<file path="src/rtl/fetch_stage.sv">
// fetch_stage: PC/nPC delayed-branch fetch with IF/ID register, stall and flush.
module fetch_stage #(
    parameter int                ADDR_W    = 9,
    parameter logic [ADDR_W-1:0] RESET_PC  = '0,
    parameter logic [31:0]       NOP_INSTR = 32'h0100_0000
) (
    input  logic              clk,
    input  logic              reset,
    input  logic              le,
    input  logic              flush,
    input  logic              branch_taken,
    input  logic [ADDR_W-1:0] branch_target,
    input  logic [31:0]       rom_data,
    output logic [ADDR_W-1:0] rom_addr,
    output logic [31:0]       if_id_instr,
    output logic [ADDR_W-1:0] if_id_pc,
    output logic              if_id_valid,
    output logic              fetch_misalign
);
    logic [ADDR_W-1:0] pc, npc, npc_next;
    assign rom_addr = pc;
    // Branch targets are force-aligned to a word boundary; the raw low bits only feed the misalign flag.
    assign npc_next = branch_taken ? {branch_target[ADDR_W-1:2], 2'b00} : npc + ADDR_W'(4);
    always_ff @(posedge clk or posedge reset) begin
        if (reset) begin
            pc             <= RESET_PC;
            npc            <= RESET_PC + ADDR_W'(4);
            if_id_instr    <= NOP_INSTR;
            if_id_pc       <= '0;
            if_id_valid    <= 1'b0;
            fetch_misalign <= 1'b0;
        end else begin
            if (le) begin
                pc             <= npc;
                npc            <= npc_next;
                fetch_misalign <= branch_taken & |branch_target[1:0];
            end
            if (flush) begin
                if_id_instr <= NOP_INSTR;
                if_id_pc    <= pc;
                if_id_valid <= 1'b0;
            end else if (le) begin
                if_id_instr <= rom_data;
                if_id_pc    <= pc;
                if_id_valid <= 1'b1;
            end
        end
    end
endmodule

</file>
<file path="config.mk">
export PLATFORM = sky130hd
export DESIGN_NAME = fetch_stage
export DESIGN_NICKNAME = d
export VERILOG_FILES = /design/src/rtl/fetch_stage.sv
export SDC_FILE = /design/constraint.sdc
export NUM_CORES = 1
export LEC_CHECK = 0
export CORE_MARGIN = 4
export CORE_UTILIZATION = 45
export DETAILED_ROUTE_END_ITERATION = 10
export PLACE_DENSITY = 0.81
export SKIP_LAST_GASP = 1
export SLEW_MARGIN = 20
export SYNTH_ARGS = -nofsm -noshare
export SYNTH_HDL_FRONTEND = slang
export SYNTH_SLANG_ARGS = --single-unit
</file>
<file path="constraint.sdc">
create_clock -name clk -period 3 [get_ports clk]
set_input_delay 0.45 -clock clk [delete_from_list [all_inputs] [get_ports clk]]
set_output_delay 0.45 -clock clk [all_outputs]
set_load 0.02 [all_outputs]
</file>
==> results.txt, run 1 <==
----------------------------------------------------
[Floorplanning]
  Total I/O pin count ... 98
  Placement Rows ... 26
  Die area ... 6490 µm²
  Initial cell density of the core ... between 40 and 50%
  Floorplan core area ... 5110 µm²
  Height of the die ... between 80 and 90 µm
  Horizontal die dimension ... 80.6 µm

[Route]
  Via count ... between 1500 and 2000
  Drt wl/cell ... 15.6 µm
  Post-detailed-route count of antenna-violating nets ... 0
  First-pass detailed-route iteration total ... 4
  Number of design rule violations left after detail routing ... 0
  Vias/cell ... about 5.0
  Total wirelength of the detailed-routed design ... 5560 µm
  1st-iter DRT viols ... 118

[Critical path]
  Cell depth of the worst flop-to-flop path ... 4
  Category of cells accounting for the largest share of critical-path delay ... buffers and inverters
  Buffers & Inverters on Critical Path ... 1
  Worst path slowest cell ... sky130_fd_sc_hd__clkdlybuf4s50_1
  Critical Path Fanout Max ... 2
  Total number of cells along the worst setup path ... 1
  CP required ... 2.55 ns
  Type of origin of the critical path ... flip-flop
  Endpoint type of the worst setup path ... output port
  Arrival time worst endpoint ... roughly 1.5 ns
  Type of the worst setup path ... flip-flop to output port
  Largest stage delay on the critical path ... 0.61 ns
  Cells traversed along the worst timing path ... clkdlybuf4s50_1

[Global route]
  Met3 GRT Util ... 7.85%
  Total routing resource utilization after global routing ... ~18%
  Via count of the first global-routing pass ... 1941
  Met1 Usage GRT ... a little over a fifth
  Pin count of the biggest net entering global routing ... 40
  GRT Residual Overflow ... 0
  Wire length of the first global-routing pass ... 9150 µm
  Initial antenna violation count ... 0
  Met2 Use GR ... 30.3%
  Most heavily used metal layer in global routing ... met2

[Final layout]
  Fraction of the core area covered by cells at the end of the flow ... 66.6%
  Area Overhead vs Synth ... 43.5%
  Proportion of layout cells with a drive suffix above 1 ... 11.5%
  Count of inserted antenna diode cells ... 0
  Nets ... 333

[Synthesis]
  Warning count from the yosys run ... 0
  Sequential fraction of the synthesis area ... 58.2%
  Mean instance size in the synthesized netlist ... 12.2 µm²
  Synthesized area ... roughly 2400 µm²
  Number of synthesized register bits ... 55
  Count of distinct cell types in the synthesized netlist ... 35
  Cell count after synthesis ... 195

[Clock network]
  TritonCTS Sinks ... 55
  TritonCTS clock tree ... built
  Worst-skew pair later-pin latency ... 0.30 ns
  Total of hold buffers inserted after clock tree synthesis ... 0
  Num CTS Buffers ... 5
  Depth of the CTS H-tree ... 2
  Count of cells resized by post-cts repair ... 0
  Buffer levels on the longest clock path ... 2
  Root Buffer ... sky130_fd_sc_hd__clkbuf_8
  Clock transition at the register clock pins on the worst setup and hold paths after CTS ... 0.09 ns
  Post-CTS setup-driven buffer insertion count ... 0

[Place]
  Detailed Place HPWL ... ~4000 µm
  Count of buffers inserted at the top-level ports ... 93
  Placer congestion estimate ... 0.817

[STA]
  Fin crit period ... 1.90 ns
  Worst-margin pin slew ... 0.876 ns
  Final hold violation count ... 0
  Setup TNS ... 0 ns
  Setup repair after global routing missed its margin ... false
  Final Skew ... 0.00210 ns
  Highest Clock Rate ... 527 MHz
  Relative max-transition margin ... 41.6%
  Slew Limit Fails ... 0
  Part of the cycle the worst path needs ... between 60% and 70%
  Setup-failing EPs final ... 0

[Pwr]
  Leakage power summed over all cells ... 1.53 nW
  Post-layout power ... 1.77 mW
  Pwr/cell area ... 521 nW/µm²
  Peak supply drop ... 0.000287 V

[Job]
  Number of maximum-capacitance constraint violations ... 0

[Worst hold path]
  Hold Path Cell Cnt ... 2
  Path category of the worst min-delay check ... flip-flop to flip-flop

[Run status]
  Outcome ... complete, no violations

----------------------------------------------------
-- cell type report --
type / count / area (µm²)
Timing Repair Buffer: 97 / 956
Clock inverter: 2 / 12.5
Clock buffer: 6 / 72.6
Inverter: 4 / 15.0
Fill cell: 414 / 1710
Sequential cell: 55 / 1380
Multi-Input combinational cell: 123 / 878
Tap cell: 70 / 87.6
-- cells in the final DEF (no fill, tap or decap), types with 2 or more instances in the layout --
master,instances
sky130_fd_sc_hd__nor2_1,38
sky130_fd_sc_hd__buf_4,4
sky130_fd_sc_hd__inv_1,3
sky130_fd_sc_hd__mux2_2,14
sky130_fd_sc_hd__nand2_1,2
sky130_fd_sc_hd__a21oi_1,6
sky130_fd_sc_hd__o21ai_0,3
sky130_fd_sc_hd__a211o_1,2
sky130_fd_sc_hd__dfstp_2,2
sky130_fd_sc_hd__clkdlybuf4s50_1,92
sky130_fd_sc_hd__a22o_1,2
sky130_fd_sc_hd__mux2i_1,33
sky130_fd_sc_hd__a31o_2,2
sky130_fd_sc_hd__clkbuf_8,5
sky130_fd_sc_hd__dfrtp_1,53
sky130_fd_sc_hd__conb_1,4
-- flip-flops by register name (all words and copies together), names as in the netlist --
signal,count
fetch_misalign,1
if_id_valid,1
if_id_pc,7
if_id_instr,32
npc,7
rom_addr,7
-- report_power, final --
group | internal (mW) | total, mW | switching, mW
sequential | 0.828 | 0.897 | 0.0691
combinational | 0.254 | 0.475 | 0.221
clock | 0.164 | 0.399 | 0.235
total | 1.25 | 1.77 | 0.526
-- routing by layer --
metal | vias up | part of all wire (%)
met3 | 2 | 9.8
met2 | 71 | 47
li1 | 841 | -
met4 | 0 | 0.22
met5 | - | 0
met1 | 858 | 43
-- per-stage QoR --
| stage | setup slack, ns | instance area (µm²) | std cells | hold WS, ns |
|---|---|---|---|---|
| 6_report | 1.10 | 3400 | 357 | 0.508 |
| 5_1_grt | 1.06 | 3400 | 357 | 0.532 |
| 4_1_cts | 1.08 | 3400 | 357 | 0.515 |
| 3_5_place_dp | 0.977 | 3320 | 349 | 0.493 |
| 3_3_place_gp | 1.00 | 3320 | 349 | 0.476 |
| 2_1_floorplan | 1.21 | 2380 | 198 | 0.496 |
-- synthesized netlist by cell type --
cell | instances | area (µm²)
sky130_fd_sc_hd__a211o_1 | 2 | 17.5
sky130_fd_sc_hd__a21oi_1 | 6 | 30.0
sky130_fd_sc_hd__a22o_1 | 2 | 17.5
sky130_fd_sc_hd__a311oi_1 | 1 | 8.76
sky130_fd_sc_hd__a31o_2 | 2 | 17.5
sky130_fd_sc_hd__a31oi_1 | 1 | 6.26
sky130_fd_sc_hd__and3_1 | 1 | 6.26
sky130_fd_sc_hd__buf_2 | 2 | 10.0
sky130_fd_sc_hd__buf_4 | 6 | 45.0
sky130_fd_sc_hd__buf_6 | 3 | 33.8
sky130_fd_sc_hd__clkbuf_1 | 4 | 15.0
sky130_fd_sc_hd__clkbuf_2 | 1 | 5.00
sky130_fd_sc_hd__conb_1 | 1 | 3.75
sky130_fd_sc_hd__dfrtp_1 | 53 | 1330
sky130_fd_sc_hd__dfstp_2 | 2 | 52.6
sky130_fd_sc_hd__ha_1 | 1 | 12.5
sky130_fd_sc_hd__inv_1 | 4 | 15.0
sky130_fd_sc_hd__mux2_2 | 14 | 158
sky130_fd_sc_hd__mux2i_1 | 33 | 330
sky130_fd_sc_hd__nand2_1 | 2 | 7.51
sky130_fd_sc_hd__nand2b_1 | 1 | 6.26
sky130_fd_sc_hd__nand3_1 | 1 | 5.00
sky130_fd_sc_hd__nand4_1 | 1 | 6.26
sky130_fd_sc_hd__nand4_2 | 1 | 12.5
sky130_fd_sc_hd__nand4b_1 | 1 | 8.76
sky130_fd_sc_hd__nor2_1 | 38 | 143
sky130_fd_sc_hd__nor2_2 | 1 | 6.26
sky130_fd_sc_hd__nor2b_1 | 1 | 6.26
sky130_fd_sc_hd__nor3_1 | 1 | 5.00
sky130_fd_sc_hd__nor3b_1 | 1 | 7.51
sky130_fd_sc_hd__o211ai_1 | 1 | 7.51
sky130_fd_sc_hd__o21a_1 | 1 | 7.51
sky130_fd_sc_hd__o21ai_0 | 3 | 15.0
sky130_fd_sc_hd__o221ai_1 | 1 | 8.76
sky130_fd_sc_hd__o22ai_1 | 1 | 6.26
-- logic make-up (layout without fill, tap and decap cells) --
kind of cell,count (synthesis),in the layout,share of synthesized area [%]
other,1,4,0.158
AO/OA/AOI/OAI,21,21,6.02
buffers and inverters,20,109,5.23
multiplexers,47,47,20.6
flip-flops,55,55,58.2
adder cells (fa/ha/maj),1,1,0.528
AND/OR/NAND/NOR,50,50,9.29
-- worst paths after layout --
kind / startpoint / to / slack [ns]
worst max-delay path: if_id_instr[24] / if_id_instr[24] / 1.10
worst min-delay path: if_id_valid / if_id_valid / 0.51
worst max register to register: npc[2] / npc[8] / 1.60
worst min register to register: if_id_valid / if_id_valid / 0.51
max in group asynchronous: reset / if_id_pc[6] / 1.78
min in group asynchronous: reset / if_id_instr[31] / 0.55
Power figures use the tool's default switching activity.
==> run 2, diff against run 1 <==
Settings changed: CORE_UTILIZATION 45 to 38, PLACE_DENSITY 0.81 to 0.72.
Clock period 3 ns to 1.5 ns, I/O delays scaled along.
==> results.txt, run 2 (synthesis results as in run 1) <==
----------------------------------------------------
[Floorplanning]
  Horizontal die dimension ... 87.0 µm
  Die area ... ~7600 µm²
  Height of the die ... 87.0 µm
  Total I/O pin count ... 98
  Placement Rows ... 28
  Initial cell density of the core ... 39.6%
  Floorplan core area ... 5990 µm²

[Route]
  Number of design rule violations left after detail routing ... 0
  Routed length on met1 ... 2360 µm
  Vias/cell ... between 4 and 5
  Via count ... 1777
  First-pass detailed-route iteration total ... 4
  Drt wl/cell ... between 15 and 20 µm
  Total wirelength of the detailed-routed design ... 5570 µm
  WL met3 ... 582 µm
  1st-iter DRT viols ... 85
  Max layer used ... met4
  WL met2 ... about 2600 µm
  Post-detailed-route count of antenna-violating nets ... 0

[Global route]
  Initial antenna violation count ... 0
  Via count of the first global-routing pass ... approximately 1900
  GRT Residual Overflow ... 0
  Pin count of the biggest net entering global routing ... 34
  Wire length of the first global-routing pass ... 9130 µm
  Total routing resource utilization after global routing ... roughly 15%

[Worst hold path]
  Path category of the worst min-delay check ... input pin to asynchronous set/reset pin

[Final layout]
  Count of inserted antenna diode cells ... 0
  Final cell count without fillers ... approximately 370
  Proportion of layout cells with a drive suffix above 1 ... 13.3%
  Nets ... 340
  Most frequent cells in the layout ... sky130_fd_sc_hd__dfrtp_1, sky130_fd_sc_hd__clkdlybuf4s50_1, sky130_fd_sc_hd__dlygate4sd2_1
  Final Cell Area ... 3440 µm²
  Largest register by flop count ... if_id_instr
  Most common library cell in the layout ignoring fill and taps ... sky130_fd_sc_hd__dfrtp_1
  Number of flip-flops in the largest register ... 32
  Area Overhead vs Synth ... 45.1%

[Pwr]
  Pwr/cell area ... ~1000 nW/µm²
  Peak supply drop ... between 0.0005 and 0.0006 V
  Post-layout power ... 3.44 mW
  Leakage power summed over all cells ... between 1.5 and 2 nW

[STA]
  Final hold violation count ... 0
  Fin crit period ... 1.40 ns
  Final Skew ... 0.00596 ns
  Slew Limit Fails ... 0
  Setup-failing EPs final ... 0
  Setup repair after global routing missed its margin ... false
  Highest Clock Rate ... 715 MHz
  Part of the cycle the worst path needs ... between 90% and 100%
  Setup TNS ... 0 ns

[Critical path]
  Type of origin of the critical path ... flip-flop
  Buffers & Inverters on Critical Path ... 1
  Reg-to-reg critical path startpoint ... npc[2]
  Endpoint type of the worst setup path ... output port
  Type of the worst setup path ... flip-flop to output port
  Worst path slowest cell ... sky130_fd_sc_hd__dfstp_2
  Worst setup path startpoint ... if_id_instr[24]
  Critical Path Fanout Max ... 2
  Category of cells accounting for the largest share of critical-path delay ... flip-flops
  Largest stage delay on the critical path ... around 0.53 ns
  CP required ... between 1 and 1.5 ns
  Cells traversed along the worst timing path ... dlygate4sd2_1
  Arrival time worst endpoint ... between 1 and 1.5 ns

[Clock network]
  Count of cells resized by post-cts repair ... 44
  TritonCTS Sinks ... 55
  TritonCTS clock tree ... built
  Clock transition at the register clock pins on the worst setup and hold paths after CTS ... 0.09 ns
  Buffer levels on the longest clock path ... 2
  Total of hold buffers inserted after clock tree synthesis ... 0
  Root Buffer ... sky130_fd_sc_hd__clkbuf_8
  Post-CTS setup-driven buffer insertion count ... 0
  Depth of the CTS H-tree ... 2
  Num CTS Buffers ... 5
  Worst-skew pair later-pin latency ... 0.30 ns

[Job]
  Number of maximum-capacitance constraint violations ... 0

[Place]
  Detailed Place HPWL ... slightly above 4000 µm
  Area after detailed placement ... ~3400 µm²
  Placer congestion estimate ... 0.737
  Count of buffers inserted at the top-level ports ... 93
  Inst Count DP ... 361

[Run status]
  Outcome ... complete, no violations

----------------------------------------------------
==> run 2: changes by cell type in the layout (fill, tap and decap cells not counted), moves of 2 or more <==
cell                              before  now
sky130_fd_sc_hd__buf_4                 4    9
sky130_fd_sc_hd__buf_12                0    2
sky130_fd_sc_hd__dlygate4sd2_1         0   44
sky130_fd_sc_hd__dlymetal6s2s_1        0    4
sky130_fd_sc_hd__clkdlybuf4s50_1      92   44
==> run 2: area by class of cell <==
| cell class | instances | area [µm²] |
|---|---|---|
| Clock buffer | 7 | 76.3 |
| Multi-Input combinational cell | 123 | 878 |
| Sequential cell | 55 | 1380 |
| Inverter | 4 | 18.8 |
| Fill cell | 542 | 2550 |
| Timing Repair Buffer | 104 | 988 |
| Tap cell | 75 | 93.8 |
| Clock inverter | 1 | 5.00 |
==> run 2: path summary, 6_finish.rpt <==
kind / endpoint / slack, ns / cells past startpoint
setup / recovery: if_id_instr[24] / 0.10 / 1
hold / removal: if_id_instr[22] / 0.30 / 3
setup reg to reg: npc[8] / 0.16 / 4
hold reg to reg: if_id_pc[3] / 0.52 / 1
max in group asynchronous: if_id_instr[24] / 0.86 / 3
min in group clk: npc[6] / 0.33 / 2
==> run 2: layer usage <==
| layer | up-vias | global-route usage, % |
|---|---|---|
| met5 | - | 0 |
| met4 | 0 | 3.82 |
| met3 | 5 | 7.66 |
| met2 | 65 | 23.1 |
| met1 | 852 | 19.5 |
| li1 | 855 | - |
==> run 2: stage by stage <==
stage	hold slack, ns	setup WS [ns]	util (%)
after floorplan	0.298	0.307	-
final	0.304	0.102	57.4
after global placement	0.476	0.115	56.8
after CTS	0.299	0.00147	57.2
after detailed placement	0.495	0.0960	56.8
after global routing	0.324	0.0363	57.4
==> run 2: report_power, final <==
| part | switching (mW) | leakage, nW | internal, mW |
|---|---|---|---|
| Combinational | 0.442 | 1.01 | 0.436 |
| Sequential | 0.131 | 0.690 | 1.66 |
| Clock | 0.450 | 0.0422 | 0.329 |
==> run 3, diff against run 2 <==
Settings changed: ABC_AREA from default to 1, CORE_UTILIZATION 38 to 37.
==> results.txt, run 3 <==
----------------------------------------------------
[Floorplanning]
  Height of the die ... 84.5 µm
  Floorplan core area ... about 5600 µm²
  Die area ... 7150 µm²
  Total I/O pin count ... 98
  Initial cell density of the core ... 38.6%
  Horizontal die dimension ... 84.5 µm
  Placement Rows ... 27

[Final layout]
  Count of inserted antenna diode cells ... 0
  Most frequent cells in the layout ... sky130_fd_sc_hd__dfrtp_1, sky130_fd_sc_hd__clkdlybuf4s50_1, sky130_fd_sc_hd__dlygate4sd2_1
  Proportion of layout cells with a drive suffix above 1 ... 8.39%
  Largest register by flop count ... if_id_instr
  Final Cell Area ... 3370 µm²
  Area Overhead vs Synth ... 55.5%
  Filler cells ... 531
  Most common library cell in the layout ignoring fill and taps ... sky130_fd_sc_hd__dfrtp_1
  Nets ... 344
  Final cell count without fillers ... 370
  Number of flip-flops in the largest register ... 32
  Fraction of the core area covered by cells at the end of the flow ... 60.1%

[Route]
  Vias/cell ... 4.83
  Post-detailed-route count of antenna-violating nets ... 0
  1st-iter DRT viols ... 83
  Drt wl/cell ... 14.4 µm
  First-pass detailed-route iteration total ... 4
  Number of design rule violations left after detail routing ... 0
  Via count ... 1786
  Total wirelength of the detailed-routed design ... ~5300 µm

[Place]
  Area after detailed placement ... 3260 µm²
  Detailed Place HPWL ... 4010 µm
  Placer congestion estimate ... between 0.8 and 0.9
  Count of buffers inserted at the top-level ports ... just over 90
  Inst Count DP ... approximately 360

[Global route]
  Most heavily used metal layer in global routing ... met2
  Met3 GRT Util ... 3.63%
  Via count of the first global-routing pass ... 1886
  Met1 Usage GRT ... 20.1%
  Total routing resource utilization after global routing ... roughly 15%
  Pin count of the biggest net entering global routing ... 56
  GRT Residual Overflow ... 0
  Met2 Use GR ... 24.9%
  Initial antenna violation count ... 0
  Wire length of the first global-routing pass ... 8800 µm

[Critical path]
  Buffers & Inverters on Critical Path ... 1
  Critical Path Fanout Max ... 2
  Worst path slowest cell ... sky130_fd_sc_hd__dfstp_2
  Cells traversed along the worst timing path ... dlygate4sd2_1
  Largest stage delay on the critical path ... between 0.5 and 0.6 ns
  Worst setup path startpoint ... if_id_instr[24]
  Arrival time worst endpoint ... about 1.2 ns
  Type of origin of the critical path ... flip-flop
  Register-to-register setup slack ... 0.18 ns
  Reg-to-reg critical path startpoint ... npc[2]
  Type of the worst setup path ... flip-flop to output port
  Category of cells accounting for the largest share of critical-path delay ... flip-flops
  Endpoint type of the worst setup path ... output port
  CP required ... 1.27 ns

[Synthesis]
  Most instantiated flip-flop cell in the synthesis netlist ... sky130_fd_sc_hd__dfrtp_1
  Mean instance size in the synthesized netlist ... 11.0 µm²
  Cell count after synthesis ... 197
  Fraction of registers with async set or reset after synthesis ... 100%
  Sequential fraction of the synthesis area ... between 60% and 70%
  Synthesized area ... 2170 µm²
  Top cells by instance count after synthesis ... sky130_fd_sc_hd__dfrtp_1, sky130_fd_sc_hd__a22o_1, sky130_fd_sc_hd__nand2_1
  Largest area contributor in the netlist ... sky130_fd_sc_hd__dfrtp_1
  Ranking of synthesized cells by area ... sky130_fd_sc_hd__dfrtp_1, sky130_fd_sc_hd__a22o_1, sky130_fd_sc_hd__o21ai_0
  Cell with the most instances after synthesis ... sky130_fd_sc_hd__dfrtp_1
  Post-synth EDFFs ... 0
  Number of synthesized register bits ... 55
  Top-area cell type share of the netlist area ... roughly three fifths
  Count of distinct cell types in the synthesized netlist ... 20
  Warning count from the yosys run ... 0

[Job]
  Number of maximum-capacitance constraint violations ... 0

[Pwr]
  Post-layout power ... about 3.5 mW
  Pwr/cell area ... 1030 nW/µm²
  Internal Power ... about 2.5 mW
  Leakage power summed over all cells ... between 1.5 and 2 nW
  Peak supply drop ... ~0.0005 V
  Logic pwr share ... 22.2%
  Proportion of power drawn by flip-flops and latches ... approximately half
  Switching power as a share of total power ... 27.3%
  Clock power frac ... 28.3%
  Switching power summed over all nets ... 953 µW

[STA]
  Final hold violation count ... 0
  Slew Limit Fails ... 0
  Fin crit period ... 1.42 ns
  Setup repair after global routing missed its margin ... false
  Highest Clock Rate ... 706 MHz
  Final Skew ... 0.00353 ns
  Setup-failing EPs final ... 0
  Part of the cycle the worst path needs ... between 90% and 100%

[Clock network]
  Num CTS Buffers ... 5
  TritonCTS clock tree ... built
  Total of hold buffers inserted after clock tree synthesis ... 0
  Clock transition at the register clock pins on the worst setup and hold paths after CTS ... 0.09 ns
  Post-CTS setup-driven buffer insertion count ... 0
  Worst-skew pair later-pin latency ... roughly 0.30 ns
  Root Buffer ... sky130_fd_sc_hd__clkbuf_8
  TritonCTS Sinks ... 55
  Buffer levels on the longest clock path ... 2
  Depth of the CTS H-tree ... 2

[Worst hold path]
  Path category of the worst min-delay check ... input pin to asynchronous set/reset pin

[Run status]
  Outcome ... complete, no violations

----------------------------------------------------
[run 3: routing by layer]
metal,vias up,share of wire (%)
li1,873,-
met1,846,47
met2,62,46
met3,5,5.9
met4,0,1.4
met5,-,0
[run 3: logic make-up after synthesis]
| kind of cell | Yosys count | share of synthesized area (%) |
|---|---|---|
| other cells | 1 | 0.173 |
| simple gates | 53 | 9.93 |
| flops | 55 | 63.6 |
| buf+inv | 28 | 6.52 |
| fa+ha+maj | 1 | 0.577 |
| compound gates | 59 | 19.2 |
[run 3: cell type report]
| type | instances | area [µm²] | area share, % |
|---|---|---|---|
| clock buffer | 6 | 82.6 | 2.45 |
| timing repair buffer | 104 | 1060 | 31.6 |
| inverter | 14 | 56.3 | 1.67 |
| clock inverter | 2 | 35.0 | 1.04 |
| sequential | 55 | 1380 | 40.9 |
| multi-input combinational | 117 | 663 | 19.7 |
| tap | 72 | 90.1 | 2.67 |
[run 3: power groups by stage]
stage	clock network [mW]	registers [mW]	logic (mW)
floorplan	0	1.89	0.254
global placement	0	1.75	0.842
detailed placement	0	1.76	0.853
CTS	1.04	1.73	0.791
global route	1.10	1.74	0.847
finish	0.988	1.72	0.774
[run 3: what timing repair did]
item	in CTS	in global routing
gates resized for setup	35	13
pin swaps	0	0
setup endpoints to repair	35	13
[run 3: final timing paths]
path / to / cells after the start
setup / recovery: if_id_instr[24] / 1
setup reg to reg: npc[6] / 4
hold reg to reg: if_id_instr[24] / 2
max in group asynchronous: npc[2] / 3
min in group clk: if_id_instr[24] / 2
hold / removal: if_id_instr[12] / 3
[run 3: per-stage QoR]
stage / worst slack (ns) / hold WS, ns / setup TNS [ns]
5_1_grt: 0.0262 / 0.362 / 0
4_1_cts: 0.0000294 / 0.342 / 0
3_3_place_gp: 0.0360 / 0.457 / 0
2_1_floorplan: 0.302 / 0.291 / 0
3_5_place_dp: -0.0225 / 0.467 / -0.209
6_report: 0.0829 / 0.333 / 0
